### src/rtl/rst_seq.sv
// -----------------------------------------------------------------------------
// rst_seq -- reset sequencer that originates the design's resets.
//
// This block merges three reset sources:
//   - the asynchronous board reset;
//   - a debounced push-button;
//   - a synchronous software request.
// It releases two staged reset domains: core first, then peripherals after a
// fixed gap.
//
// Assertion of `reset` takes effect immediately. Every other assertion, and
// every release, happens on a rising edge of `clk`.
//
// Parameters
//   HOLD_CYCLES      cycles both resets stay high before core release (>= 2)
//   STAGE_GAP        cycles between core release and peripheral release (>= 1)
//   DEBOUNCE_CYCLES  consecutive synchronized high samples for a press (>= 1)
//
// Ports
//   clk         in   system clock
//   reset       in   asynchronous, active-high reset
//   btn_raw     in   raw push-button, active-high, unsynchronized
//   sw_req      in   synchronous software reset request, active-high
//   rst_core    out  core reset, active-high, registered
//   rst_periph  out  peripheral reset, active-high, registered
//   rst_active  out  high in every state except RUN
//   cause       out  last reset source: 00 external, 01 software, 10 button
// -----------------------------------------------------------------------------
module rst_seq #(
    parameter int HOLD_CYCLES     = 16,
    parameter int STAGE_GAP       = 8,
    parameter int DEBOUNCE_CYCLES = 4
) (
    input  logic       clk,
    input  logic       reset,
    input  logic       btn_raw,
    input  logic       sw_req,
    output logic       rst_core,
    output logic       rst_periph,
    output logic       rst_active,
    output logic [1:0] cause
);

    localparam int CNT_MAX = (HOLD_CYCLES > STAGE_GAP) ? HOLD_CYCLES : STAGE_GAP;
    localparam int CNT_W   = $clog2(CNT_MAX);
    localparam int DB_W    = (DEBOUNCE_CYCLES > 1) ? $clog2(DEBOUNCE_CYCLES) : 1;

    localparam logic [CNT_W-1:0] HOLD_LAST = CNT_W'(HOLD_CYCLES - 1);
    localparam logic [CNT_W-1:0] GAP_LAST  = CNT_W'(STAGE_GAP - 1);
    localparam logic [DB_W-1:0]  DB_LAST   = DB_W'(DEBOUNCE_CYCLES - 1);

    // The state encoding is {core reset, peripheral reset}. With this encoding
    // each reset output is a flop output directly, so the outputs cannot glitch.
    localparam logic [1:0] ST_HOLD = 2'b11;
    localparam logic [1:0] ST_CORE = 2'b01;
    localparam logic [1:0] ST_RUN  = 2'b00;

    localparam logic [1:0] CAUSE_EXT = 2'b00;
    localparam logic [1:0] CAUSE_SW  = 2'b01;
    localparam logic [1:0] CAUSE_BTN = 2'b10;

    logic             rel_q1, rel_q2;
    logic             btn_s1, btn_s2;
    logic [DB_W-1:0]  db_cnt;
    logic             armed;
    logic             btn_evt;

    logic [1:0]       state_q, state_d;
    logic [CNT_W-1:0] cnt_q, cnt_d;
    logic [1:0]       cause_q, cause_d;

    // Release synchronizer.
    // Assertion of `reset` is asynchronous. Its removal reaches the FSM only
    // after two edges, so the FSM never leaves HOLD on a metastable release.
    // NOTE: sequential state uses non-blocking (<=) assignments so that every
    // flop samples its pre-edge value; blocking here would collapse the
    // two-stage chain into one flop.
    always_ff @(posedge clk or posedge reset) begin
        if (reset) begin
            rel_q1 <= 1'b0;
            rel_q2 <= 1'b0;
        end else begin
            rel_q1 <= 1'b1;
            rel_q2 <= rel_q1;
        end
    end

    // Button path: two-flop synchronizer, then the debounce counter.
    // The counter saturates at DEBOUNCE_CYCLES-1. `armed` allows only one
    // event per press and is set again once the button is released.
    assign btn_evt = btn_s2 && armed && (db_cnt == DB_LAST);

    always_ff @(posedge clk or posedge reset) begin
        if (reset) begin
            btn_s1 <= 1'b0;
            btn_s2 <= 1'b0;
            db_cnt <= '0;
            armed  <= 1'b1;
        end else begin
            btn_s1 <= btn_raw;
            btn_s2 <= btn_s1;
            if (!btn_s2) begin
                db_cnt <= '0;
                armed  <= 1'b1;
            end else begin
                if (db_cnt != DB_LAST)
                    db_cnt <= db_cnt + DB_W'(1);
                if (btn_evt)
                    armed <= 1'b0;
            end
        end
    end

    // Sequencer next-state logic. A request beats the count transitions.
    // A request taken in HOLD restarts the count, which extends the hold.
    // NOTE: every variable gets a default at the top of the combinational
    // block, so no path leaves it unassigned and no latch is inferred.
    always_comb begin
        state_d = state_q;
        cnt_d   = cnt_q + CNT_W'(1);
        cause_d = cause_q;
        if (!rel_q2) begin
            cnt_d = cnt_q;
        end else if (sw_req || btn_evt) begin
            state_d = ST_HOLD;
            cnt_d   = '0;
            cause_d = btn_evt ? CAUSE_BTN : CAUSE_SW;
        end else begin
            case (state_q)
                ST_HOLD: begin
                    if (cnt_q == HOLD_LAST) begin
                        state_d = ST_CORE;
                        cnt_d   = '0;
                    end
                end
                ST_CORE: begin
                    if (cnt_q == GAP_LAST) begin
                        state_d = ST_RUN;
                        cnt_d   = '0;
                    end
                end
                ST_RUN: begin
                    cnt_d = '0;
                end
                default: begin
                    // The unused encoding falls back to a full reset hold.
                    state_d = ST_HOLD;
                    cnt_d   = '0;
                end
            endcase
        end
    end

    always_ff @(posedge clk or posedge reset) begin
        if (reset) begin
            state_q <= ST_HOLD;
            cnt_q   <= '0;
            cause_q <= CAUSE_EXT;
        end else begin
            state_q <= state_d;
            cnt_q   <= cnt_d;
            cause_q <= cause_d;
        end
    end

    assign rst_core   = state_q[1];
    assign rst_periph = state_q[0];
    assign rst_active = state_q[0];
    assign cause      = cause_q;

endmodule

### config.mk
export PLATFORM = sky130hd
export DESIGN_NAME = rst_seq
export DESIGN_NICKNAME = d
export VERILOG_FILES = /design/src/rtl/rst_seq.sv
export SDC_FILE = /design/constraint.sdc
export NUM_CORES = 1
export LEC_CHECK = 0
export BUFFER_PORTS_ARGS = -buffer_cell sky130_fd_sc_hd__buf_2
export CAP_MARGIN = 20
export CORE_MARGIN = 8
export CORE_UTILIZATION = 48
export DETAILED_ROUTE_END_ITERATION = 10
export GPL_ROUTABILITY_DRIVEN = 0
export PLACE_DENSITY = 0.67
export REMOVE_ABC_BUFFERS = 1
export SLEW_MARGIN = 30
export SYNTH_ARGS = -nofsm -noshare
export SYNTH_HDL_FRONTEND = slang
export SYNTH_SLANG_ARGS = --single-unit
### constraint.sdc
create_clock -name clk -period 1.5 [get_ports clk]
set_input_delay 0.3 -clock clk [delete_from_list [all_inputs] [get_ports clk]]
set_output_delay 0.3 -clock clk [all_outputs]
set_load 0.05 [all_outputs]
==> summary.md, run 1 <==
| Metric | Value |
|---|---|
| Clock sinks | `15` |
| Final WL | `1288 um` |
| Synth Cell Area | `~700 um2` |
| Warnings, synthesis | `0` |
| Hpwl dp | `907.7 um` |
| Final-layout fill cell count | `110` |
| Final Non-Filler Cells | `90` |
| Global-route wire length before repair | `between 2000 and 2500 um` |
| Skew-Pair Late Insertion Delay | `approximately 280 ps` |
| FP Rows | `13` |
| Drt initial violations | `9` |
| Root buffer cell | `clkbuf_4` |
| Adder-cell area share of the yosys netlist | `under 10%` |
| Routed Antenna Nets | `0` |
| Initial antenna violation count | `0` |
| Cell area after layout | `between 700 and 800 um2` |
| Final nets | `82` |
| Register area share after synthesis | `54.89%` |
| Clock Path Buffers | `2` |
| Post-Syn Instances | `between 60 and 70` |
| First drt pass iteration count | `4` |
| Num CTS Buffers | `3` |
| Via/cell ratio | `5.600` |
| Total die area | `slightly below 3000 um2` |
| # DRC | `0` |
| I/O pin count | `9` |
| Largest family of logic cells by synthesized area | `compound AO/OA/AOI/OAI gates` |
| CTS tree | `done` |
| Setup Viol. Count Final | `0` |
| Chip Height | `approximately 54 um` |
| Relative slew slack | `63.28%` |
| F_max | `686.7 MHz` |
| Area after DPL | `749.5 um2` |
| Most frequent cells in the layout | `dfrtp_1, buf_2, inv_1, o21ai_0` |
| Max-cap violations | `0` |
| Crit. End Element | `flop` |
| Worst VDD drop | `about 0.0008 V` |
| Period Utilization, post-route | `between 90 and 100%` |
| Overflow after GRT | `0` |
| Worst EP required | `1710 ps` |
| Synth Area in Compound Gates | `15.40%` |
| Crit path kind | `flop to flop` |
| Status | `completed` |
| Asr flop ratio synth | `100.0%` |
| Final Slew Violations | `0` |
| Total Neg Setup Slack | `0 ps` |
| Clk pin slew, worst setup/hold paths | `90 ps` |
| Xor and xnor area share after synthesis | `2.536%` |
| Area grow syn2layout | `13.95%` |
| Critical-path maximum fanout | `2` |
| Static Leak | `0.3723 nW` |
| Total GRT Usage | `10.37%` |
| Most common cell after layout, fill and taps aside | `dfrtp_1` |
| RSZ-0062 raised after global routing | `no` |
| PortBufs | `8` |
| Post-synthesis mux area share | `1.449%` |
| Pwr dens | `approximately 1100 nW/um2` |
| Worst-margin pin slew | `550.2 ps` |
| Worst setup SP type | `flop` |
| Final min period | `1456 ps` |
| Cts hold-fix bufs | `0` |
| Layout cells sized above 1 | `29.33%` |
| Crit path DAT | `1660 ps` |
| Post-synth EDFFs | `0` |
| Final hold violation count | `0` |
| Final hold slack | `43.80 ps` |
| Yosys cell types | `29` |
| Largest net degree at the start of global routing | `16` |
| Worst min path class | `input pin to asynchronous set/reset pin` |
| Diode count | `0` |
| Per-cell routed wire length | `14.31 um` |
| Vias in the first global route | `474` |
| Routed vias | `504` |
| Die Span X | `53.93 um` |
| Worst Skew | `~0.9 ps` |
| Synthesized flop and latch total | `15` |
| Placed insts | `86` |
| Starting Density | `52.42%` |
| Mapped Avg Cell Area | `10.96 um2` |
| H-tree levels | `1` |
| Core ar. | `1318 um2` |
| Post-Synth Simple-Gate Area | `15.04%` |
| Synth Flop Type | `dfrtp_1` |
## critical path: stages (launching register included)
cell	delay, ps
dfrtp_1	400
ha_1	210
and3_1	180
or4_4	530
o221ai_2	70
## worst paths after layout
kind / slack, ps / end / depth (start not counted) / from
max in group asynchronous: 1090 / armed / 2 / reset
hold / removal: 40 / btn_s1 / 2 / reset
setup reg to reg: 40 / cnt_q[3] / 4 / db_cnt[0]
min in group clk: 120 / btn_s1 / 1 / btn_raw
hold reg to reg: 360 / btn_s2 / 0 / btn_s1
setup / recovery: 40 / cnt_q[3] / 4 / db_cnt[0]
## synthesized netlist by cell type, drive strengths merged, types with 2 or more instances
cell,instances,area (um2)
ha,2,25.02
buf,2,18.77
o21ai,5,25.02
nand3,4,20.02
nor2b,2,12.51
inv,6,22.52
nand2,4,15.01
o31ai,2,15.01
and3,3,18.77
dfstp,3,78.83
dfrtp,12,300.3
a21oi,2,10.01
## logic make-up (layout without fill, tap and decap cells)
family / Yosys count / after routing
AOI/OAI and AO/OA: 15 / 15
DFF: 15 / 15
buffers and inverters: 9 / 21
and+or+nand+nor: 18 / 18
xor gates and xnor gates: 2 / 2
muxes: 1 / 1
adders and majority gates: 2 / 2
other: 1 / 1
## routing by layer
| layer | wire (um) | up-vias | track usage (%) |
|---|---|---|---|
| li1 | - | 244 | - |
| met1 | 658 | 246 | 12.74 |
| met2 | 543 | 9 | 14.67 |
| met3 | 50 | 5 | 3.581 |
| met4 | 35 | 0 | 7.563 |
| met5 | 0 | - | 0 |
## state kept, by name (all words and copies together), names as in the netlist
name     flops
db_cnt       2
rel_q2       1
rel_q1       1
cause        2
armed        1
btn_s2       1
cnt_q        4
state_q      2
btn_s1       1
## layout make-up
cell class / instances / area (um2) / area share [%]
Multi-Input combinational cell: 39 / 274.0 / 34.82
Clock buffer: 3 / 22.52 / 2.862
Tap cell: 15 / 18.77 / 2.385
Inverter: 6 / 22.52 / 2.862
Clock inverter: 1 / 5.005 / 0.6359
Timing Repair Buffer: 11 / 65.06 / 8.267
Sequential cell: 15 / 379.1 / 48.17
## power breakdown
part	total [W]	internal, W	switching (W)
Clock	0.000232	0.0000991	0.000133
Combinational	0.000162	0.0000699	0.0000920
Sequential	0.000488	0.000449	0.0000382
## per-stage QoR
stage / power (W) / utilization [%] / worst slack (ps)
after floorplan: 0.0006057 / - / -40.53
after global placement: 0.0006500 / 56.89 / 76.78
after detailed placement: 0.0006553 / 56.89 / 60.26
after CTS: 0.0008881 / 58.97 / 33.78
after global routing: 0.0009335 / 59.73 / 14.37
final: 0.0008813 / 59.73 / 43.74
## timing repair
| item | CTS | global route |
|---|---|---|
| setup endpoints to repair | 0 | 2 |
| gates resized for setup | 0 | 2 |
| setup buffers | 0 | 0 |
Power figures use the tool's default switching activity.
==> run 2, diff against run 1 <==
--- a/config.mk
+++ b/config.mk
@@ -6,12 +6,13 @@
 export NUM_CORES = 1
 export LEC_CHECK = 0
 export BUFFER_PORTS_ARGS = -buffer_cell sky130_fd_sc_hd__buf_2
-export CAP_MARGIN = 20
+export CAP_MARGIN = 10
 export CORE_MARGIN = 8
-export CORE_UTILIZATION = 48
+export CORE_UTILIZATION = 51
+export CTS_BUF_LIST = sky130_fd_sc_hd__clkbuf_8
 export DETAILED_ROUTE_END_ITERATION = 10
 export GPL_ROUTABILITY_DRIVEN = 0
-export PLACE_DENSITY = 0.67
+export PLACE_DENSITY = 0.71
 export REMOVE_ABC_BUFFERS = 1
 export SLEW_MARGIN = 30
 export SYNTH_ARGS = -nofsm -noshare
==> run 2 against run 1 <==
Net effect: register-to-register slack about the same; clock skew is essentially flat; first-iteration DRC count stayed put; global-route usage decreased by 0.058 points; clock power up 37%; non-clock buffer count grew 1; count of clock-buffer cells in the layout did not move.
==> summary.md, run 2 (synthesis results as in run 1) <==
| Metric | Value |
|---|---|
| Status | `completed` |
| Pwr dens | `1219 nW/um2 (+8.9%)` |
| Clock Power Share | `32.3% (+6.0 points)` |
| Worst-margin pin slew | `557.7 ps (+7.510 ps)` |
| CP max stage delay | `480 ps (-50 ps)` |
| PortBufs | `8 (unchanged)` |
| Die Span X | `52.80 um (-2.1%)` |
| Skew-Pair Late Insertion Delay | `240 ps (-40 ps)` |
| Crit path DAT | `1610 ps (-50 ps)` |
| Grt met2 use | `16.41% (+1.7 points)` |
| Cell area after layout | `805.8 um2 (+2.4%)` |
| Worst min path class | `input pin to asynchronous set/reset pin` |
| Final Non-Filler Cells | `91 (+1.1%)` |
| Largest net degree at the start of global routing | `16 (unchanged)` |
| R2R setup slack | `50 ps (about the same)` |
| Final min period | `1455 ps (-1.277 ps)` |
| H-tree levels | `1 (unchanged)` |
| Cts hold-fix bufs | `0 (unchanged)` |
| Post-route setup slack | `45.02 ps (+1.277 ps)` |
| Max reg flops | `4 (unchanged)` |
| Most common cell after layout, fill and taps aside | `dfrtp_1` |
| Diode count | `0 (unchanged)` |
| Gr busiest metal | `met2` |
| Clock Path Buffers | `2 (unchanged)` |
| Period Utilization, post-route | `97.00% (about the same)` |
| Num CTS Buffers | `3 (unchanged)` |
| Core ar. | `1285 um2 (-2.5%)` |
| # DRC | `0 (unchanged)` |
| Top reg by flops | `cnt_q` |
| Relative slew slack | `62.78% (-0.50 points)` |
| FF-to-FF Start | `cnt_q[0]` |
| Chip Height | `52.80 um (-2.1%)` |
| Net switching power | `0.0002701 W (+2.7%)` |
| Clock sinks | `15 (unchanged)` |
| Routed vias | `493 (-2.2%)` |
| Overflow after GRT | `0 (unchanged)` |
| I/O pin count | `9 (unchanged)` |
| Total GRT Usage | `10.32% (-0.058 points)` |
| CP Cell Sequence | `ha_1, and3_1, or4_4, o221ai_2` |
| First drt pass iteration count | `4 (unchanged)` |
| Vias in the first global route | `500 (+5.5%)` |
| Area after DPL | `749.5 um2 (unchanged)` |
| Final nets | `83 (+1.2%)` |
| Final hold violation count | `0 (unchanged)` |
| Crit path kind | `flop to flop` |
| Drt initial violations | `9 (unchanged)` |
| Worst VDD drop | `0.0006943 V (-13%)` |
| Overall power | `0.0009824 W (+11%)` |
| Root buffer cell | `clkbuf_8` |
| FP Rows | `13 (unchanged)` |
| Worst setup SP type | `flop` |
| Clk pin slew, worst setup/hold paths | `60 ps (-30 ps)` |
| Pre-CTS setup slack | `41.94 ps (-18.32 ps)` |
| Total die area | `2788 um2 (-4.1%)` |
| Final WL | `1318 um (+2.3%)` |
| Setup Viol. Count Final | `0 (unchanged)` |
| Int Power | `0.0007123 W (+15%)` |
| Starting Density | `53.75% (+1.3 points)` |
| Static Leak | `0.3763 nW (+1.1%)` |
| F_max | `687.3 MHz (about the same)` |
| RSZ-0062 raised after global routing | `no` |
| End of the worst register-to-register path | `cnt_q[3]` |
| Hpwl dp | `919.8 um (+1.3%)` |
| Met3 usage | `3.693% (+0.11 points)` |
| Most frequent cells in the layout | `dfrtp_1, buf_2, inv_1, o21ai_0` |
| Worst Skew | `0.6383 ps (-0.2510 ps)` |
| Layout cells sized above 1 | `30.26% (+0.93 points)` |
| Register share of total power | `49.6% (-5.7 points)` |
| Routed Antenna Nets | `0 (unchanged)` |
| Initial antenna violation count | `0 (unchanged)` |
| R2r worst-path depth | `4 (unchanged)` |
| Global-route wire length before repair | `2125 um (-1.9%)` |
| Max-cap violations | `0 (unchanged)` |
| CTS tree | `done` |
| Placed insts | `86 (unchanged)` |
| Switching Fraction | `27.50% (-2.3 points)` |
| Met1 Use GR | `11.31% (-1.4 points)` |
| Critical-path maximum fanout | `3 (+1)` |
| Area grow syn2layout | `16.67%` |
| Launch point of the worst path | `cnt_q[0]` |
| Worst EP required | `1660 ps (-50 ps)` |
| Crit-path slowest cell | `or4_4` |
| Combinational Power Share | `18.1% (-0.3 points)` |
| Per-cell routed wire length | `14.48 um (+1.2%)` |
| Final Slew Violations | `0 (unchanged)` |
| Crit. End Element | `flop` |
| Via/cell ratio | `5.418 (-3.3%)` |
run 2: how the worst max path moves through the flow:
stage	to	cells after the start	slack, ps
after floorplan	cnt_q[3]	3	-40
after global placement	cnt_q[3]	4	80
after detailed placement	cnt_q[3]	4	40
after CTS	cnt_q[3]	4	30
after global routing	cnt_q[3]	4	10
final	cnt_q[3]	4	50
run 2: worst max-delay path, delay by kind of cell, from the launching register on:
| family | cells | cell delay (ps) |
|---|---|---|
| DFF | 1 | 400 |
| AOI/OAI and AO/OA | 1 | 70 |
| adders and majority gates | 1 | 230 |
| and+or+nand+nor | 2 | 670 |
run 2: power by group through the flow:
stage          clock network [W]  logic (W)  registers, W
2_1_floorplan                  0  0.0000967      0.000509
3_3_place_gp                   0   0.000158      0.000489
3_5_place_dp                   0   0.000166      0.000492
4_1_cts                 0.000326   0.000172      0.000486
5_1_grt                 0.000351   0.000198      0.000493
6_report                0.000317   0.000178      0.000487
run 2: cell type report:
class                   count  area [um2]
clock buffers               3       41.29
well taps                  15       18.77
inverters                   6       22.52
repair buffers             12       70.07
fillers                   106       479.2
multi-input cells          39       269.0
flip-flops and latches     15       379.1
clock inverters             1       5.005
run 2: per-stage QoR:
step,hold slack (ps),utilization (%),TNS [ps]
floorplan,199.3,-,-65.27
global route,139.8,62.71,0
finish,98.38,62.71,0
detailed placement,334.7,58.33,0
CTS,110.4,61.93,0
global placement,334.1,58.33,0
run 2: per-layer routing:
| metal | share of wire, % | up-vias |
|---|---|---|
| met5 | 0 | - |
| met4 | 0.61 | 0 |
| met3 | 3.7 | 2 |
| met2 | 50 | 8 |
| met1 | 45 | 233 |
| li1 | - | 250 |
run 2: timing repair:
item	CTS	global route
endpoints found under the setup margin	0	2
gates resized for setup	0	1
buffers inserted	0	1
